===== src/rtl/regfile_wb_ctrl.sv =====
// Writeback controller: arbitrates ALU and load results into an in-order FIFO
// and drains one register-file write per cycle, flagging RAW hazards to decode.
module regfile_wb_ctrl #(
  parameter int XLEN  = 64,
  parameter int DEPTH = 4
) (
  input  logic                     clk,
  input  logic                     reset,
  input  logic                     alu_valid,
  output logic                     alu_ready,
  input  logic [4:0]               alu_rd,
  input  logic [XLEN-1:0]          alu_data,
  input  logic                     ld_valid,
  output logic                     ld_ready,
  input  logic [4:0]               ld_rd,
  input  logic [XLEN-1:0]          ld_data,
  input  logic [4:0]               rs1,
  input  logic [4:0]               rs2,
  output logic                     hazard1,
  output logic                     hazard2,
  output logic                     rf_we,
  output logic [4:0]               rf_rd,
  output logic [XLEN-1:0]          rf_wd,
  output logic [$clog2(DEPTH):0]   count
);

  localparam int PW = $clog2(DEPTH);
  localparam int CW = PW + 1;
  localparam int FW = CW + 1;

  logic [4:0]      mem_rd_q [DEPTH];
  logic [XLEN-1:0] mem_wd_q [DEPTH];
  logic [PW-1:0]   wptr_q, wptr_d, rptr_q, rptr_d, ld_wptr_s;
  logic [CW-1:0]   count_q, count_d;
  logic            prio_q, prio_d;
  logic            rf_we_q, rf_we_d;
  logic [4:0]      rf_rd_q, rf_rd_d;
  logic [XLEN-1:0] rf_wd_q, rf_wd_d;
  logic [FW-1:0]   free_s;
  logic            pop_s, alu_push_s, ld_push_s;
  logic            alu_ready_s, ld_ready_s;
  logic            hazard1_s, hazard2_s;
  logic [DEPTH-1:0] ent_vld_s;

  // Slot i is occupied when its distance from the read pointer is below the occupancy.
  for (genvar g = 0; g < DEPTH; g++) begin : g_vld
    assign ent_vld_s[g] = ({1'b0, PW'(g) - rptr_q} < count_q);
  end

  function automatic logic pending_write(input logic [4:0] rs);
    logic hit;
    hit = rf_we_q && (rf_rd_q == rs);
    for (int i = 0; i < DEPTH; i++) begin
      hit = hit | (ent_vld_s[i] && (mem_rd_q[i] == rs));
    end
    return (rs != 5'd0) && hit;
  endfunction

  assign pop_s  = (count_q != CW'(0));
  assign free_s = FW'(DEPTH) - {1'b0, count_q} + FW'(pop_s);

  // Grant logic: a ready never looks at its own valid, only at the competitor's.
  always_comb begin
    alu_ready_s = 1'b0;
    ld_ready_s  = 1'b0;
    if (free_s >= FW'(2)) begin
      alu_ready_s = 1'b1;
      ld_ready_s  = 1'b1;
    end else if (free_s == FW'(1)) begin
      if (!prio_q) begin
        alu_ready_s = 1'b1;
        ld_ready_s  = !alu_valid;
      end else begin
        ld_ready_s  = 1'b1;
        alu_ready_s = !ld_valid;
      end
    end else begin
      alu_ready_s = 1'b0;
      ld_ready_s  = 1'b0;
    end
  end

  // Next-state: pushes (x0 targets are dropped), pop into the write port, priority swap.
  always_comb begin
    alu_push_s = alu_valid && alu_ready_s && (alu_rd != 5'd0);
    ld_push_s  = ld_valid && ld_ready_s && (ld_rd != 5'd0);
    ld_wptr_s  = alu_push_s ? (wptr_q + PW'(1)) : wptr_q;
    wptr_d     = wptr_q + PW'(alu_push_s) + PW'(ld_push_s);
    rptr_d     = rptr_q + PW'(pop_s);
    count_d    = count_q + CW'(alu_push_s) + CW'(ld_push_s) - CW'(pop_s);
    prio_d     = prio_q ^ ((free_s == FW'(1)) && alu_valid && ld_valid);
    rf_we_d    = pop_s;
    if (pop_s) begin
      rf_rd_d = mem_rd_q[rptr_q];
      rf_wd_d = mem_wd_q[rptr_q];
    end else begin
      rf_rd_d = rf_rd_q;
      rf_wd_d = rf_wd_q;
    end
  end

  // Control state and registered write port.
  always_ff @(posedge clk or posedge reset) begin
    if (reset) begin
      wptr_q  <= PW'(0);
      rptr_q  <= PW'(0);
      count_q <= CW'(0);
      prio_q  <= 1'b0;
      rf_we_q <= 1'b0;
      rf_rd_q <= 5'd0;
      rf_wd_q <= {XLEN{1'b0}};
    end else begin
      wptr_q  <= wptr_d;
      rptr_q  <= rptr_d;
      count_q <= count_d;
      prio_q  <= prio_d;
      rf_we_q <= rf_we_d;
      rf_rd_q <= rf_rd_d;
      rf_wd_q <= rf_wd_d;
    end
  end

  // FIFO storage; ALU entry lands first so a same-cycle load to the same rd wins.
  always_ff @(posedge clk or posedge reset) begin
    if (reset) begin
      for (int i = 0; i < DEPTH; i++) begin
        mem_rd_q[i] <= 5'd0;
        mem_wd_q[i] <= {XLEN{1'b0}};
      end
    end else begin
      if (alu_push_s) begin
        mem_rd_q[wptr_q] <= alu_rd;
        mem_wd_q[wptr_q] <= alu_data;
      end
      if (ld_push_s) begin
        mem_rd_q[ld_wptr_s] <= ld_rd;
        mem_wd_q[ld_wptr_s] <= ld_data;
      end
    end
  end

  // Hazard lookup against every buffered entry and the write in flight.
  always_comb begin
    hazard1_s = pending_write(rs1);
    hazard2_s = pending_write(rs2);
  end

  assign alu_ready = alu_ready_s;
  assign ld_ready  = ld_ready_s;
  assign hazard1   = hazard1_s;
  assign hazard2   = hazard2_s;
  assign rf_we     = rf_we_q;
  assign rf_rd     = rf_rd_q;
  assign rf_wd     = rf_wd_q;
  assign count     = count_q;

endmodule


===== config.mk =====
export PLATFORM = sky130hd
export DESIGN_NAME = regfile_wb_ctrl
export DESIGN_NICKNAME = d
export VERILOG_FILES = /design/src/rtl/regfile_wb_ctrl.sv
export SDC_FILE = /design/constraint.sdc
export NUM_CORES = 1
export LEC_CHECK = 0
export ABC_AREA = 1
export CAP_MARGIN = 5
export CORE_MARGIN = 2
export CORE_UTILIZATION = 62
export DETAILED_ROUTE_END_ITERATION = 12
export PLACE_DENSITY_LB_ADDON = 0.2
export SYNTH_ARGS = -nofsm -noshare
export SYNTH_HDL_FRONTEND = slang
export SYNTH_SLANG_ARGS = --single-unit

===== constraint.sdc =====
create_clock -name clk -period 19 [get_ports clk]
set_input_delay 2.85 -clock clk [delete_from_list [all_inputs] [get_ports clk]]
set_output_delay 2.85 -clock clk [all_outputs]
set_load 0.02 [all_outputs]

==> results of run 1 <==
metrics by stage:
stage | std cells | total power (uW) | setup slack [ns]
after global placement | 3301 | 3656 | 11.33
after detailed placement | 3301 | 3744 | 11.36
after CTS | 3372 | 4546 | 11.35
after global routing | 3374 | 4911 | 11.19
after floorplan | 2865 | 3015 | 6.330
final | 3376 | 4628 | 11.35
kinds of logic (layout without fill, tap and decap cells):
family                   Yosys count  in the layout
AND/OR/NAND/NOR                 1739           1739
AO/OA/AOI/OAI                    415            415
flip-flops                       354            354
buffers and inverters            291            356
XOR/XNOR                          50             50
adder cells (fa/ha/maj)           16             16
other                              0              4
state kept, by name (all words and copies together) (netlist names):
name / count
rptr_q: 2
rf_we: 1
prio_q: 1
mem_wd_q: 256
rf_rd: 5
count: 3
rf_wd: 64
mem_rd_q: 20
wptr_q: 2
cell usage in the layout (no fill, tap or decap), drive strengths merged, types with 5 or more instances in the layout:
master and instances:
nor2 75, clkbuf 61, o21ai 286, nor3 5, xnor2 24, nand3 21
buf 25, clkdlybuf4s50 228, nand4 306, inv 32, a22oi 82, dfrtp 354
nand2 1330, xor2 26, ha 13, a31oi 41, clkinv 8
report_power, final:
part	leakage, uW	total [uW]	switching, uW	internal [uW]
logic	0.00664	2480	1750	732
registers	0.00442	1360	230	1130
clock network	0.000669	792	318	474
routing by layer:
metal	part of all wire, %	GRT usage [%]	wire, um
met1	36	52.26	25820
met3	13	8.274	9401
met5	0.038	0	27
met2	46	64.10	33040
met4	4.3	19.63	3050
worst reg2reg max path, stage by stage (launching register included):
cell and delay (ns):
sky130_fd_sc_hd__dfrtp_1 0.51, sky130_fd_sc_hd__nor3_4 0.20, sky130_fd_sc_hd__buf_4 0.45, sky130_fd_sc_hd__ha_1 0.24, sky130_fd_sc_hd__inv_1 0.06, sky130_fd_sc_hd__ha_1 0.29, sky130_fd_sc_hd__a21oi_2 0.23, sky130_fd_sc_hd__nand3_4 0.20
sky130_fd_sc_hd__nand2_8 0.71, sky130_fd_sc_hd__nand2_2 0.37, sky130_fd_sc_hd__nand2_4 0.86, sky130_fd_sc_hd__nand3_4 1.20, sky130_fd_sc_hd__nand2_1 0.33, sky130_fd_sc_hd__nand2_1 0.10
worst min-delay path by stage:
stage / startpoint / end / slack [ns] / cells past startpoint
global placement: rf_wd[13] / rf_wd[13] / 0.46 / 2
finish: rf_wd[10] / rf_wd[10] / 0.48 / 2
floorplan: prio_q / prio_q / 0.46 / 1
CTS: rf_wd[10] / rf_wd[10] / 0.48 / 2
detailed placement: rf_wd[10] / rf_wd[10] / 0.47 / 2
global route: rf_wd[12] / rf_wd[12] / 0.51 / 2
Yosys cell counts (2+ instances only):
cell type	number
sky130_fd_sc_hd__buf_4	11
sky130_fd_sc_hd__a21boi_0	2
sky130_fd_sc_hd__clkbuf_1	110
sky130_fd_sc_hd__nor3_1	4
sky130_fd_sc_hd__inv_2	4
sky130_fd_sc_hd__xor2_1	26
sky130_fd_sc_hd__buf_6	12
sky130_fd_sc_hd__nand2_1	1320
sky130_fd_sc_hd__buf_1	11
sky130_fd_sc_hd__o21ai_0	283
sky130_fd_sc_hd__nand3_1	14
sky130_fd_sc_hd__nand4_1	306
sky130_fd_sc_hd__dfrtp_1	354
sky130_fd_sc_hd__a21oi_1	2
sky130_fd_sc_hd__nand3_4	3
sky130_fd_sc_hd__nand3_2	4
sky130_fd_sc_hd__inv_1	28
sky130_fd_sc_hd__xnor2_1	24
sky130_fd_sc_hd__a31oi_1	41
sky130_fd_sc_hd__nand2_4	5
sky130_fd_sc_hd__a22oi_1	82
sky130_fd_sc_hd__fa_1	3
sky130_fd_sc_hd__nor2_8	2
sky130_fd_sc_hd__nand2_2	5
sky130_fd_sc_hd__ha_1	13
sky130_fd_sc_hd__o21ai_1	3
sky130_fd_sc_hd__buf_2	113
sky130_fd_sc_hd__nor2_2	2
sky130_fd_sc_hd__nor2_1	71
area by class of cell:
class                           instances  area, um2
Multi-Input combinational cell       2220      10550
Inverter                               32      137.6
Fill cell                            2629       8767
Sequential cell                       354       8859
Antenna cell                            4      10.01
Clock inverter                         10      111.4
Timing Repair Buffer                  253       2482
Clock buffer                           61       1232
Tap cell                              442      553.0
==> flow_results.org, run 1 <==
** Detailed routing
- Wires add up to 71340 um.
- Number of nets with antenna violations after detailed routing :: 0
- Remaining DRCs :: 0
- Via Count :: 21.88k
- Dividing the detail-routed wire length by the instance count gives 21.13 um.
- For this run, the detailed router's first-pass iteration total came to 6.
- Using the TritonRoute via totals, the vias-per-cell ratio works out to 6.482.
- For this block, the initial DRC count from the detailed router was 2879.

** Critical path
- The worst register-to-register path has a setup slack of 13.13 ns.
- The largest single stage delay on the critical path is 0.68 ns.
- Worst-path cell chain :: clkdlybuf4s50_1 > xnor2_1 > nand2_1 > nor2_1 > nand3_1 > nand3_1 > nor2_1 > nor2_1 > clkdlybuf4s50_1
- Startpoint type of the worst setup path :: primary input
- Count of buffering cells on the critical path with inverters included :: 2
- Counting cells, the worst reg-to-reg path comes to 13.
- Following the worst setup path forward leads to its endpoint at hazard2.
- Slowest cell on the critical path :: sky130_fd_sc_hd__clkdlybuf4s50_1
- Among the stages of the critical path, the cell type that occurs most often is sky130_fd_sc_hd__nor2_1.
- In this run the number of cells on the critical path is 9.
- Max Fanout on Critical Path :: 7
- In this run the worst setup path begins at rs2[2].
- Among cell families on the critical path, the largest total delay comes from buffers and inverters.
- Setup CP Type :: primary input to output port
- STA puts the critical path data required time at 16.15 ns.
- In this run the critical register-to-register path is captured at mem_rd_q[9].
- At the worst endpoint, the arrival time is 4.80 ns.
- STA classifies the critical path endpoint as an output port.
- In this run the critical register-to-register path is launched from count[2].

** Clock tree
- In this run the post-CTS setup repair buffer count came out at 0.
- Clock slew at reported path FFs :: 0.06 ns
- For the worst-skew pair, the clock arrives at the later sink with an insertion delay of 0.54 ns.
- H-tree depth reported by CTS :: 2
- Counting every sink on the clock net gives 354.
- In this run, post-CTS hold repair placed 0 buffers.
- The number of gates resized after CTS was 0.
- The root buffer cell chosen for the clock tree is sky130_fd_sc_hd__clkbuf_16.
- No sink is reached through more buffers than the 3 on the longest clock path.
- CTS buffer count :: 40
- TritonCTS clock tree :: done

** Die
- The initialized floorplan defines 66 standard-cell rows.
- Height of the die :: 186.9 um
- Standard cell core area :: 32700 um2
- Die width :: 186.9 um
- The initial utilization of the core area, before any placement, comes to 63.39%.
- Top Ports :: 229
- Die ar. :: 34910 um2

** GRT
- GRT Resource Usage Total :: 40.08%
- First-pass GRT wire length :: 113300 um
- Initial antenna violation count :: 6
- Entering global routing, the biggest net connects 192 pins.
- Global routing finished with a remaining overflow of 0.
- Number of global-route vias before repair :: 21.20k

** Timing
- Transition time of the tightest slew-check pin :: 1.319 ns
- Number of setup violations in the final report :: 0
- The number of slew-limit violations in the final report was 0.
- Maximum clock rate :: 130.7 MHz
- In this run the tightest slew margin relative to its limit is 12.04%.
- Endpoints failing hold :: 0
- Setup repair after global routing missed its margin :: false
- Worst clock skew :: 0.02047 ns
- The smallest clock period supported by the final layout is computed as 7.654 ns.
- On the final layout, the worst hold slack is 0.4756 ns.
- Final critical-path share of the clock period :: 40.28%
- Post-route setup TNS :: 0 ns

** Synthesis
- Synthesized area :: 20730 um2
- Mapped Nets :: 3033
- The synthesized netlist devotes 11.30% of its cell area to compound gates.
- Cell types with the largest area share after synthesis :: sky130_fd_sc_hd__dfrtp_1, sky130_fd_sc_hd__nand2_1, sky130_fd_sc_hd__nand4_1, sky130_fd_sc_hd__o21ai_0, sky130_fd_sc_hd__a22oi_1
- Area share of xor/xnor cells in the synthesized design :: 2.113%
- Proportion of register bits with asynchronous set or reset after synthesis :: 100.0%
- Area share of the largest cell type after synthesis :: 42.73%
- Of the synthesized area, sequential elements account for 42.73%.
- FF+latch count, synth :: 354
- Among all flip-flop cells after synthesis, the most frequent one is sky130_fd_sc_hd__dfrtp_1.
- Synth Instances :: 2865
- After synthesis, the largest family of logic cells by area is simple AND/OR/NAND/NOR gates.
- Summed over all instances, the cell type with the most area after synthesis is sky130_fd_sc_hd__dfrtp_1.
- Dividing the synthesized area by the synthesized cell count gives 7.236 um2.
- Post-synthesis mux area share :: 0%
- Number of different library cells in the post-synthesis netlist :: 36
- Summing the areas of all and, or, nand and nor instances in the mapped netlist gives 36.09% of the synthesized area.
- Number of enable-type register cells in the synthesized netlist :: 0
- Fraction of the mapped netlist area in adder cells :: 1.074%
- Count of warnings emitted by yosys :: 0

** Layout
- The finished cells cover 23930 um2.
- Number of nets at the end of the flow :: 3069
- At the end of the flow the core is filled with cells to 73.19%.
- Layout-stage area growth over the synthesis result :: 15.46%
- In the final layout, the share of cells above drive strength 1 is 4.198%.

** Placed design
- Detailed placer's ending HPWL :: 35940 um
- During placement, the flow inserted port buffers numbering 228.
- Placed Instance Area :: 22580 um2
- Weighted congestion reported at the end of routability-driven placement :: 0.8576

** Pwr
- The worst-case IR drop observed on VDD is 0.2001 mV.
- In this run the power density over the cells is 193.4 nW/um2.
- Leakage power of the design :: 0.01173 uW

** Flow run
- Maximum capacitance violations :: 0

** Outcome
- Outcome :: finished, final reports clean

** Hold path
- Hold/Removal Path Class :: flop to flop
Power figures use the tool's default switching activity.
==> run 2, diff against run 1 <==
--- a/config.mk
+++ b/config.mk
@@ -8,7 +8,7 @@
 export ABC_AREA = 1
 export CAP_MARGIN = 5
 export CORE_MARGIN = 2
-export CORE_UTILIZATION = 62
+export CORE_UTILIZATION = 58
 export DETAILED_ROUTE_END_ITERATION = 12
 export PLACE_DENSITY_LB_ADDON = 0.2
 export SYNTH_ARGS = -nofsm -noshare
==> constraint.sdc (replaced) <==
create_clock -name clk -period 7.5 [get_ports clk]
set_input_delay 1.125 -clock clk [delete_from_list [all_inputs] [get_ports clk]]
set_output_delay 1.125 -clock clk [all_outputs]
set_load 0.02 [all_outputs]
==> run 2 against run 1 <==
First-iteration DRC count fell by 23%. Sequential cell count unchanged. Critical path depth up 3. Via count decreased by 2.2%. Largest power group unchanged.
==> flow_results.org, run 2 (synthesis results as in run 1) <==
** Clock tree
- Post-CTS Repair Setup Buffers :: 0 (unchanged)
- Clock Tree Buf Depth :: 3 (unchanged)
- The number of clock sinks is 354 (unchanged).
- H-tree depth reported by CTS :: 2 (unchanged)
- The clock tree from TritonCTS was done (unchanged).
- Cts repair resizes :: 0 (unchanged)
- The number of buffers created by CTS was 40 (unchanged).
- The CTS clock-pin slew for the worst setup and hold paths was 0.06 ns (about the same).
- Hold-fix buffer count after cts :: 0 (unchanged)
- CTS root buffer :: sky130_fd_sc_hd__clkbuf_16 (unchanged)
- Clock Latency Late Sink :: 0.54 ns (about the same)

** Detailed routing
- The total wirelength of the detailed-routed design was 69200 um (was 71340 um).
- Number of violations reported at the end of detailed-routing iteration 0 :: 2226 (was 2879)
- Average detailed-routed wire length per instance :: 20.38 um (was 21.13 um)
- Via Count :: 21.41k (was 21.88k)
- Detailed-router iteration count before antenna repair :: 6 (unchanged)
- The remaining number of nets flagged by the antenna check after routing was 0 (unchanged).
- Drt via density :: 6.306 (was 6.482)
- Remaining DRCs :: 0 (unchanged)

** Pwr
- Worst vdd ir :: 0.4241 mV (was 0.2001 mV)
- The switching power share of the total was 49.21% (was 49.64%).
- The part of the power in combinational logic is 53.5% (was 53.6%).
- Internal power of the cells :: 5847 uW (was 2331 uW)
- Net switching power of the design :: 5666 uW (was 2298 uW)
- Power density over the cells :: 481.5 nW/um2 (was 193.4 nW/um2)
- The portion of total power attributed to the clock network was 16.9% (was 17.1%).
- The proportion of power drawn by flip-flops and latches came to 29.6% (was 29.3%).
- The cell leakage power is 0.01168 uW (was 0.01173 uW).

** Timing
- The number of slew-limit violations in the final report came to 0 (unchanged).
- Worst clock skew :: 0.01039 ns (was 0.02047 ns)
- Post-route setup TNS :: 0 ns (unchanged)
- Maximum clock rate :: 205.6 MHz
- The final setup violation count came to 0 (unchanged).
- The final critical path takes up 64.86% of the cycle.
- Worst max-slew margin expressed relative to the limit :: 20.39% (was 12.04%)
- Final critical-path required period :: 4.865 ns
- The number of hold violations in the final report is 0 (unchanged).
- Post-route worst setup slack :: 2.635 ns (was 11.35 ns)
- Setup repair after global routing missed its margin: false (unchanged).
- Transition time of the tightest slew-check pin :: 1.194 ns (was 1.319 ns)

** Critical path
- Critical path capture point type :: flop (was output port)
- Startpoint type of the worst setup path :: flop (was primary input)
- The data required time at the worst endpoint is 7.91 ns (was 16.15 ns).
- Setup CP Type :: flop to flop (was primary input to output port)
- Max Fanout on Critical Path :: 110 (was 7)
- Data arrival time at the worst-slack endpoint :: 5.28 ns (was 4.80 ns)
- The cell depth of the worst flop-to-flop path came to 12 (was 13).

** Layout
- Layout-stage area growth over the synthesis result :: 15.34% (was 15.46%)
- Area used by multi-input combinational logic :: 10550 um2 (unchanged)
- The sequential cell area was 8859 um2 (unchanged).
- Highest-count cells in the layout ignoring fill and taps: sky130_fd_sc_hd__nand2_1, sky130_fd_sc_hd__dfrtp_1, sky130_fd_sc_hd__nand4_1 (unchanged).
- The total of fill cells in the finished design is 3017 (was 2629).
- Top register by number of flip-flops :: mem_wd_q (unchanged)
- Most common cell after layout, fill and taps aside :: sky130_fd_sc_hd__nand2_1 (unchanged)
- The finished layout cell area came to 23910 um2 (was 23930 um2).
- Fraction of final layout cells with drive strength greater than 1 :: 3.959% (was 4.198%)
- Max reg flops :: 256 (unchanged)
- The final layout net count is 3069 (unchanged).

** Placed design
- Weighted congestion reported at the end of routability-driven placement :: 0.8530 (was 0.8576)
- The total placed instance area is 22610 um2 (was 22580 um2).
- The HPWL after detailed placement was 36380 um (was 35940 um).
- The count of buffers from port buffering came to 228 (unchanged).
- The placement-stage worst setup slack is 2.405 ns (was 11.36 ns).

** Die
- The die outline area is 37270 um2 (was 34910 um2).
- The die outline height was 193.1 um (was 186.9 um).
- The core area is 35400 um2 (was 32700 um2).
- The floorplan die width was 193.1 um (was 186.9 um).
- The initial core utilization came to 58.56% (was 63.39%).
- Top Ports :: 229 (unchanged)
- Number of standard-cell rows in the floorplan :: 69 (was 66)

** GRT
- First-pass GRT wire length :: 110600 um (was 113300 um)
- Number of global-route vias before repair :: 21.10k (was 21.20k)
- Remaining global-route overflow :: 0 (unchanged)
- The largest net degree at the start of global routing was 187 (was 192).
- The initial antenna violation count came to 3 (was 6).
- The total global-route track usage came to 37.30% (was 40.08%).

** Flow run
- The number of violations of the max-capacitance limit came to 0 (unchanged).

** Hold path
- The hold path depth was 2 (unchanged).
- Hold/Removal Path Class :: flop to flop (unchanged)

** Outcome
- Outcome: finished, final reports clean (unchanged).
[run 2: cell types whose count changed in the layout (fill, tap and decap cells not counted), sizes merged]
cell      change
clkinv        -4
bufinv        -1
clkinvlp      +2
inv           -1
clkbuf        +4
[run 2: path summary, 6_finish.rpt]
kind | startpoint | to | slack (ns)
min in group asynchronous | reset | count[1] | 1.11
setup reg to reg | count[2] | mem_wd_q[212] | 2.64
setup / recovery | count[2] | mem_wd_q[212] | 2.64
hold reg to reg | rf_wd[16] | rf_wd[16] | 0.48
max in group asynchronous | reset | mem_wd_q[163] | 4.94
hold / removal | rf_wd[16] | rf_wd[16] | 0.48
[run 2: power groups by stage]
| stage | clock, uW | sequential [uW] | combinational (uW) |
|---|---|---|---|
| finish | 1940 | 3410 | 6160 |
| detailed placement | 0 | 3420 | 6020 |
| floorplan | 0 | 3480 | 4160 |
| global route | 2040 | 3500 | 6780 |
| CTS | 1950 | 3390 | 6050 |
| global placement | 0 | 3380 | 5850 |
[run 2: metal layers]
metal | global-route usage, % | wire (um) | vias to the layer above
met5 | 0 | 0 | -
met4 | 21.45 | 3286 | 0
met3 | 5.068 | 7678 | 244
met2 | 59.31 | 32240 | 1389
met1 | 49.25 | 25990 | 10090
li1 | - | - | 9687
[run 2: layout make-up]
type / instances / area share, %
multi-input combinational: 2220 / 44.12
sequential: 354 / 37.05
timing repair buffer: 253 / 10.43
clock buffer: 65 / 5.092
tap: 461 / 2.412
inverter: 32 / 0.5599
clock inverter: 6 / 0.2878
antenna: 4 / 0.04187
[run 2: per-stage QoR]
step	power (uW)	util, %	instances	hold WS [ns]
after CTS	11390	67.52	3391	0.4814
after global placement	9234	63.88	3320	0.4677
after detailed placement	9436	63.88	3320	0.4662
after floorplan	7640	-	2865	0.4576
after global routing	12320	67.54	3394	0.4965
final	11510	67.55	3395	0.4800
[run 2: worst max-delay path, stage by stage (launching register included)]
cell and delay (ns):
sky130_fd_sc_hd__dfrtp_1 0.52, sky130_fd_sc_hd__nor3_4 0.24, sky130_fd_sc_hd__ha_1 0.17, sky130_fd_sc_hd__inv_1 0.06, sky130_fd_sc_hd__ha_1 0.28, sky130_fd_sc_hd__a21oi_2 0.22, sky130_fd_sc_hd__nand3_4 0.18, sky130_fd_sc_hd__nand2_8 0.53
sky130_fd_sc_hd__nand2_2 0.14, sky130_fd_sc_hd__nand2_4 0.73, sky130_fd_sc_hd__nand3_4 1.14, sky130_fd_sc_hd__nand2_1 0.35, sky130_fd_sc_hd__nand2_1 0.09
